===== src/rtl/alu_issue_pkg.sv =====
// rtl/alu_issue_pkg.sv - opcodes, instruction field positions and FSM states for alu_issue
package alu_pkg;

  typedef enum logic [2:0] {
    OP_ADD     = 3'b000,
    OP_SUB     = 3'b001,
    OP_AND     = 3'b010,
    OP_OR      = 3'b011,
    OP_XOR     = 3'b100,
    OP_ILLEGAL = 3'b101,
    OP_SLT     = 3'b110,
    OP_BZ      = 3'b111
  } op_e;

  typedef enum logic [1:0] {
    ST_IDLE  = 2'b00,
    ST_ISSUE = 2'b01,
    ST_WB    = 2'b10
  } state_e;

  // Instruction layout: [15:13] op, [12:11] rd, [10:9] rs, [8:7] rt, [6:0] offset
  localparam int OP_LSB = 13;
  localparam int RD_LSB = 11;
  localparam int RS_LSB = 9;
  localparam int RT_LSB = 7;
  localparam int OFF_W  = 7;

  // Everything except BZ and the reserved opcode writes its result back
  function automatic logic op_writes(input op_e op);
    return !((op == OP_BZ) || (op == OP_ILLEGAL));
  endfunction

endpackage


===== src/rtl/alu_issue_if.sv =====
// rtl/alu_issue_if.sv - instruction handshake, ALU and writeback/branch signals of alu_issue
interface alu_issue_if #(parameter int DW = 8);
  logic          in_valid;
  logic [15:0]   in_instr;
  logic          in_ready;
  logic [2:0]    alu_op;
  logic [DW-1:0] alu_a;
  logic [DW-1:0] alu_b;
  logic [DW-1:0] alu_ans;
  logic          alu_zero;
  logic          wb_valid;
  logic [1:0]    wb_addr;
  logic [DW-1:0] wb_data;
  logic          br_taken;
  logic [6:0]    br_off;
  logic          illegal;

  // The issue block drives the ALU and the result side
  modport master (
    input  in_valid, in_instr, alu_ans, alu_zero,
    output in_ready, alu_op, alu_a, alu_b,
           wb_valid, wb_addr, wb_data, br_taken, br_off, illegal
  );

  // Fetch source and ALU seen from the other side
  modport slave (
    output in_valid, in_instr, alu_ans, alu_zero,
    input  in_ready, alu_op, alu_a, alu_b,
           wb_valid, wb_addr, wb_data, br_taken, br_off, illegal
  );
endinterface


===== src/rtl/alu_issue_regfile.sv =====
// rtl/alu_issue_regfile.sv - 4 x DW register file, R0 hardwired to zero (ALU_ISSUE_DBG_EN adds a read port)
module alu_regfile #(
  parameter int DW = 8
) (
  input  logic          clk,
  input  logic          rst_n,
  input  logic [1:0]    ra_addr_i,
  output logic [DW-1:0] ra_data_o,
  input  logic [1:0]    rb_addr_i,
  output logic [DW-1:0] rb_data_o,
`ifdef ALU_ISSUE_DBG_EN
  input  logic [1:0]    rc_addr_i,
  output logic [DW-1:0] rc_data_o,
`endif
  input  logic          we_i,
  input  logic [1:0]    waddr_i,
  input  logic [DW-1:0] wdata_i
);

  logic [DW-1:0] r1_q, r2_q, r3_q;

  function automatic logic [DW-1:0] sel_reg(input logic [1:0] addr, input logic [DW-1:0] x1,
                                            input logic [DW-1:0] x2, input logic [DW-1:0] x3);
    case (addr)
      2'd1:    return x1;
      2'd2:    return x2;
      2'd3:    return x3;
      default: return '0;
    endcase
  endfunction

  assign ra_data_o = sel_reg(ra_addr_i, r1_q, r2_q, r3_q);
  assign rb_data_o = sel_reg(rb_addr_i, r1_q, r2_q, r3_q);
`ifdef ALU_ISSUE_DBG_EN
  assign rc_data_o = sel_reg(rc_addr_i, r1_q, r2_q, r3_q);
`endif

  // Single write port; address 0 has no storage so writes to it vanish
  always_ff @(posedge clk or negedge rst_n) begin
    if (!rst_n) begin
      r1_q <= '0;
      r2_q <= '0;
      r3_q <= '0;
    end else if (we_i) begin
      case (waddr_i)
        2'd1:    r1_q <= wdata_i;
        2'd2:    r2_q <= wdata_i;
        2'd3:    r3_q <= wdata_i;
        default: ;
      endcase
    end
  end

endmodule


===== src/rtl/alu_issue.sv =====
// rtl/alu_issue.sv - instruction issue to the 8-bit ALU with writeback/branch (optional ALU_ISSUE_DBG_EN debug read)
module alu_issue
  import alu_pkg::*;
#(
  parameter int ALU_LAT = 1,
  parameter int DW      = 8
) (
  input  logic          clk,
  input  logic          rst_n,
  alu_issue_if.master   bus
`ifdef ALU_ISSUE_DBG_EN
  ,
  input  logic [1:0]    dbg_addr,
  output logic [DW-1:0] dbg_data
`endif
);

  localparam logic [3:0] LAT = 4'(ALU_LAT);

  state_e          state_q;
  logic [3:0]      cnt_q;
  op_e             alu_op_q;
  logic [DW-1:0]   alu_a_q, alu_b_q;
  logic [1:0]      rd_q;
  logic [OFF_W-1:0] off_q;
  logic            in_ready_q;
  logic            wb_valid_q;
  logic [1:0]      wb_addr_q;
  logic [DW-1:0]   wb_data_q;
  logic            br_taken_q;
  logic [OFF_W-1:0] br_off_q;
  logic            illegal_q;

  logic [DW-1:0]   rs_data, rt_data;
  op_e             in_op;

  assign in_op = op_e'(bus.in_instr[OP_LSB +: 3]);

  // The write lands at the end of the WB cycle, before the earliest next accept,
  // so a dependent instruction reads the new value without forwarding
  alu_regfile #(.DW(DW)) u_regfile (
    .clk       (clk),
    .rst_n     (rst_n),
    .ra_addr_i (bus.in_instr[RS_LSB +: 2]),
    .ra_data_o (rs_data),
    .rb_addr_i (bus.in_instr[RT_LSB +: 2]),
    .rb_data_o (rt_data),
`ifdef ALU_ISSUE_DBG_EN
    .rc_addr_i (dbg_addr),
    .rc_data_o (dbg_data),
`endif
    .we_i      (wb_valid_q),
    .waddr_i   (wb_addr_q),
    .wdata_i   (wb_data_q)
  );

  // Issue FSM: accept, hold ALU inputs for ALU_LAT cycles, then one result cycle
  always_ff @(posedge clk or negedge rst_n) begin
    if (!rst_n) begin
      state_q    <= ST_IDLE;
      cnt_q      <= '0;
      alu_op_q   <= OP_ADD;
      alu_a_q    <= '0;
      alu_b_q    <= '0;
      rd_q       <= '0;
      off_q      <= '0;
      in_ready_q <= 1'b1;
      wb_valid_q <= 1'b0;
      wb_addr_q  <= '0;
      wb_data_q  <= '0;
      br_taken_q <= 1'b0;
      br_off_q   <= '0;
      illegal_q  <= 1'b0;
    end else begin
      wb_valid_q <= 1'b0;
      br_taken_q <= 1'b0;
      illegal_q  <= 1'b0;
      case (state_q)
        ST_IDLE: begin
          if (bus.in_valid && in_ready_q) begin
            alu_op_q   <= in_op;
            alu_a_q    <= rs_data;
            alu_b_q    <= rt_data;
            rd_q       <= bus.in_instr[RD_LSB +: 2];
            off_q      <= bus.in_instr[OFF_W-1:0];
            cnt_q      <= LAT;
            in_ready_q <= 1'b0;
            state_q    <= ST_ISSUE;
          end
        end
        ST_ISSUE: begin
          if (cnt_q == 4'd1) begin
            state_q <= ST_WB;
            if (op_writes(alu_op_q)) begin
              wb_valid_q <= 1'b1;
              wb_addr_q  <= rd_q;
              wb_data_q  <= bus.alu_ans;
            end else if (alu_op_q == OP_BZ) begin
              br_taken_q <= bus.alu_zero;
              br_off_q   <= off_q;
            end else begin
              illegal_q  <= 1'b1;
            end
          end else begin
            cnt_q <= cnt_q - 4'd1;
          end
        end
        ST_WB: begin
          in_ready_q <= 1'b1;
          state_q    <= ST_IDLE;
        end
        default: state_q <= ST_IDLE;
      endcase
    end
  end

  assign bus.in_ready = in_ready_q;
  assign bus.alu_op   = alu_op_q;
  assign bus.alu_a    = alu_a_q;
  assign bus.alu_b    = alu_b_q;
  assign bus.wb_valid = wb_valid_q;
  assign bus.wb_addr  = wb_addr_q;
  assign bus.wb_data  = wb_data_q;
  assign bus.br_taken = br_taken_q;
  assign bus.br_off   = br_off_q;
  assign bus.illegal  = illegal_q;

endmodule

===== src/flat_wrapper.sv =====
// flat-port wrapper written by rule: the top's interface ports become plain ports
module alu_issue_flat import alu_pkg::*;
#(
  parameter int ALU_LAT = 1,
  parameter int DW      = 8
)
  (clk, rst_n, bus_in_valid, bus_in_instr, bus_alu_ans, bus_alu_zero, bus_in_ready, bus_alu_op, bus_alu_a, bus_alu_b, bus_wb_valid, bus_wb_addr, bus_wb_data, bus_br_taken, bus_br_off, bus_illegal);
  alu_issue_if #(.DW(DW)) bus_i ();
  input  logic clk;
  input  logic rst_n;
  input wire logic [$bits(bus_i.in_valid)-1:0] bus_in_valid;
  input wire logic [$bits(bus_i.in_instr)-1:0] bus_in_instr;
  input wire logic [$bits(bus_i.alu_ans)-1:0] bus_alu_ans;
  input wire logic [$bits(bus_i.alu_zero)-1:0] bus_alu_zero;
  output wire logic [$bits(bus_i.in_ready)-1:0] bus_in_ready;
  output wire logic [$bits(bus_i.alu_op)-1:0] bus_alu_op;
  output wire logic [$bits(bus_i.alu_a)-1:0] bus_alu_a;
  output wire logic [$bits(bus_i.alu_b)-1:0] bus_alu_b;
  output wire logic [$bits(bus_i.wb_valid)-1:0] bus_wb_valid;
  output wire logic [$bits(bus_i.wb_addr)-1:0] bus_wb_addr;
  output wire logic [$bits(bus_i.wb_data)-1:0] bus_wb_data;
  output wire logic [$bits(bus_i.br_taken)-1:0] bus_br_taken;
  output wire logic [$bits(bus_i.br_off)-1:0] bus_br_off;
  output wire logic [$bits(bus_i.illegal)-1:0] bus_illegal;
  assign bus_i.in_valid = bus_in_valid;
  assign bus_i.in_instr = bus_in_instr;
  assign bus_i.alu_ans = bus_alu_ans;
  assign bus_i.alu_zero = bus_alu_zero;
  assign bus_in_ready = bus_i.in_ready;
  assign bus_alu_op = bus_i.alu_op;
  assign bus_alu_a = bus_i.alu_a;
  assign bus_alu_b = bus_i.alu_b;
  assign bus_wb_valid = bus_i.wb_valid;
  assign bus_wb_addr = bus_i.wb_addr;
  assign bus_wb_data = bus_i.wb_data;
  assign bus_br_taken = bus_i.br_taken;
  assign bus_br_off = bus_i.br_off;
  assign bus_illegal = bus_i.illegal;
  alu_issue #(.ALU_LAT(ALU_LAT), .DW(DW)) u_core (.clk(clk), .rst_n(rst_n), .bus(bus_i));
endmodule

===== config.mk =====
export PLATFORM = sky130hd
export DESIGN_NAME = alu_issue_flat
export DESIGN_NICKNAME = d
export VERILOG_FILES = /design/src/rtl/alu_issue_pkg.sv /design/src/rtl/alu_issue_if.sv /design/src/rtl/alu_issue_regfile.sv /design/src/rtl/alu_issue.sv /design/src/flat_wrapper.sv
export SDC_FILE = /design/constraint.sdc
export NUM_CORES = 1
export LEC_CHECK = 0
export CAP_MARGIN = 20
export CORE_UTILIZATION = 35
export CTS_CLUSTER_SIZE = 25
export DETAILED_ROUTE_END_ITERATION = 8
export HOLD_SLACK_MARGIN = 0.05
export RECOVER_POWER = 100
export SYNTH_ARGS = -nofsm -noshare
export SYNTH_HDL_FRONTEND = slang
export SYNTH_SLANG_ARGS = --single-unit
export TNS_END_PERCENT = 30

===== constraint.sdc =====
create_clock -name clk -period 3.9 [get_ports clk]
set_input_delay 1.17 -clock clk [delete_from_list [all_inputs] [get_ports clk]]
set_output_delay 1.17 -clock clk [all_outputs]
set_load 0.01 [all_outputs]

==> flow_summary.yaml <==
run_status:
  status: "finished, violations left"
  violations: "capacitance limit, slew limit"
cells_and_area:
  num_antenna_cells: 0
  syn_to_final_growth_pct: 28.7
  layout_commonest_cell: "dfrtp_1"
  num-nets-final: 348
  drive_gt1_frac: 0.245
  regArea_um2: 1980
  multi_input_area_um2: 1270
  layout_common_cells: "dfrtp_1, mux2_2, dlygate4sd3_1"
  nFillCells: 869
cts:
  clk_latency_ps: 350
  cts-root-buf: "clkbuf_8"
  ctsResizeCount: 0
  cts_setup_buffers: 0
  cts-hold-fix-buffers: 0
  clock_path_buffers: 2
  cts_tree: "yes"
  cts_sinks: 79
  cts_made_buffers: 9
  clk_pin_slew_worst_paths_ps: 90
  htreeDepth: 3
synth:
  synth_xor_area_frac: 0
  synth_top_family_by_area: "multiplexers"
  synth_edf_count: 0
  synth_cell_type_count: 30
  ys_seq_area_frac: 0.584
  synth_area_leaders: "dfrtp_1, mux2_2, mux2_4"
  synth.avg_cell_area_um2: 13.5
  synth_top_area_share: 0.577
  synth-compound-area-share: 0.0706
  syn_inst: 250
  muxShareOfSynthArea: 0.245
  ys.flop_type: "dfrtp_1"
  ys_seq_elements: 79
  synthArstFlopShare: 1.00
  yosys.area_share.adder: 0.00739
  yosysWarnings: 0
  synth_top_cell_by_area: "dfrtp_1"
  synth-simple-area-share: 0.0636
  syn-num-nets: 280
  syn_area_um2: 3380
global_route:
  grt_pass1_wl_mm: 10.8
  grt_overflow_total: 0
  antenna_found_initial: 0
  track_usage: 0.141
  grt_start_max_net_pins: 80
  grt_pass1_vias: 2135
route:
  ant_nets: 0
  drt-total-wl_mm: 6.55
  post_drt_wl_per_cell_um: 14.5
  num_vias: 2140
  first_pass_iters: 4
  drt-vias-per-instance: 4.73
  drc: 0
  drt_iter0_drc: 77
sta:
  worst_pin_slew_ps: 1820
  slew_headroom: -0.211
  rsz0062_at_grt: "false"
  fin_skew_ps: 12.4
  setup_viol_count_final: 0
  worst_slack_ps: 1110
  setup-tns-final_ps: 0
  fmax_mhz: 359
  finalCriticalPeriod_ps: 2790
  drv_slew: 76
  finalCritPeriodShare: 0.715
  finalHoldViolCount: 0
place:
  post-place-ws_ps: 993
  gp_congestion: 0.760
  dp_hpwl_mm: 4.52
  io_buffers: 67
worst_setup_path:
  end_kind: "flip-flop"
  crit_required_ps: 4170
  crit_arrival_ps: 3060
  slowest_stage: "and4bb_1"
  worst_path_largest_cell_delay_ps: 690
  crit_family: "buffers and inverters"
  worstPathCellList: "dlygate4sd3_1 > and4bb_1 > buf_4 > nor2_1 > a21oi_1"
  crit_type: "in2reg"
  startpoint_type: "input port"
  critical_path.max_fanout: 34
  cp.buffers_inverters: 2
floorplan:
  dieHeight_um: 100
  core_um2: 9280
  dieArea_um2: 10100
  io-pin-count: 68
  rows: 35
  die_x_um: 100
  start_util: 0.365
power_and_ir_drop:
  switching_share: 0.297
  p_leak_uw: 0.00200
  power.switching_uw: 846
  internal_power_uw: 2010
  power_frac_seq: 0.455
  comb_power_share: 0.292
  irDropWorstVdd_uv: 223
  clkPwrFrac: 0.253
  power_density_nw_per_um2: 655
min_path:
  hold_class: "reg2reg"
run:
  max-cap-violations: 1
==> stage by stage <==
| stage | std cells | power, uW | util | hold WS, ps | area, um2 |
|---|---|---|---|---|---|
| 2_1_floorplan | 250 | 1790 | - | 436 | 3380 |
| 3_3_place_gp | 435 | 2260 | 0.448 | 464 | 4160 |
| 5_1_grt | 452 | 3040 | 0.469 | 501 | 4350 |
| 3_5_place_dp | 435 | 2280 | 0.448 | 471 | 4160 |
| 6_report | 452 | 2850 | 0.469 | 468 | 4350 |
| 4_1_cts | 451 | 3010 | 0.474 | 471 | 4400 |
==> sequential cells by signal, summed over array words and instances (netlist names), 3 cells and up <==
register               flops
u_core.bus.alu_a           8
u_core.bus.alu_b           8
u_core.bus.alu_op          3
u_core.bus.br_off          7
u_core.bus.wb_data         8
u_core.cnt_q               4
u_core.off_q               7
u_core.u_regfile.r1_q      8
u_core.u_regfile.r2_q      8
u_core.u_regfile.r3_q      8
==> synth_stat cells (3+ instances only) <==
| cell type | instances |
|---|---|
| mux2_4 | 9 |
| dfrtp_1 | 78 |
| mux2_2 | 60 |
| inv_1 | 9 |
| nor2_1 | 19 |
| o21ai_0 | 3 |
| clkbuf_1 | 3 |
| a21oi_1 | 19 |
| buf_2 | 8 |
| a22oi_1 | 16 |
==> final timing paths <==
| check | from | endpoint | slack (ps) | cells after the start |
|---|---|---|---|---|
| max in group asynchronous | rst_n | u_core.state_q[0] | 1240 | 2 |
| max reg2reg | u_core.cnt_q[1] | u_core.bus.wb_data[0] | 1930 | 5 |
| min | u_core.state_q[0] | u_core.bus.in_ready | 470 | 1 |
| max | bus_in_valid | u_core.bus.alu_a[6] | 1110 | 5 |
| min reg2reg | u_core.state_q[0] | u_core.bus.in_ready | 470 | 1 |
| min in group asynchronous | rst_n | u_core.bus.br_off[5] | 630 | 1 |
==> power by group through the flow <==
stage | clock, uW | sequential, uW | combinational, uW
6_report | 722 | 1300 | 833
5_1_grt | 779 | 1350 | 916
4_1_cts | 743 | 1310 | 955
3_3_place_gp | 0 | 1320 | 940
2_1_floorplan | 0 | 1350 | 434
3_5_place_dp | 0 | 1330 | 950
==> kinds of logic (layout without fill, tap and decap cells) <==
kind of cell,after synthesis,count (layout)
buffers and inverters,21,94
multiplexers,71,71
flip-flops,79,79
adder cells (fa/ha/maj),2,2
AO/OA/AOI/OAI,39,39
AND/OR/NAND/NOR,38,38
==> per-layer routing <==
metal / GRT usage / wire length [um] / vias up
met1: 0.198 / 3380 / 1064
met2: 0.209 / 2890 / 38
met5: 0 / 0 / -
met4: 0.0669 / 85 / 0
li1: - / - / 1031
met3: 0.0292 / 203 / 7
==> area by class of cell <==
| cell class | instances | share of cell area |
|---|---|---|
| well taps | 129 | 0.0371 |
| clock buffers | 11 | 0.0302 |
| repair buffers | 69 | 0.155 |
| multi-input cells | 150 | 0.291 |
| inverters | 9 | 0.00776 |
| clock inverters | 5 | 0.0244 |
| flip-flops and latches | 79 | 0.454 |
Note: power is estimated with default switching activity, not from simulation.
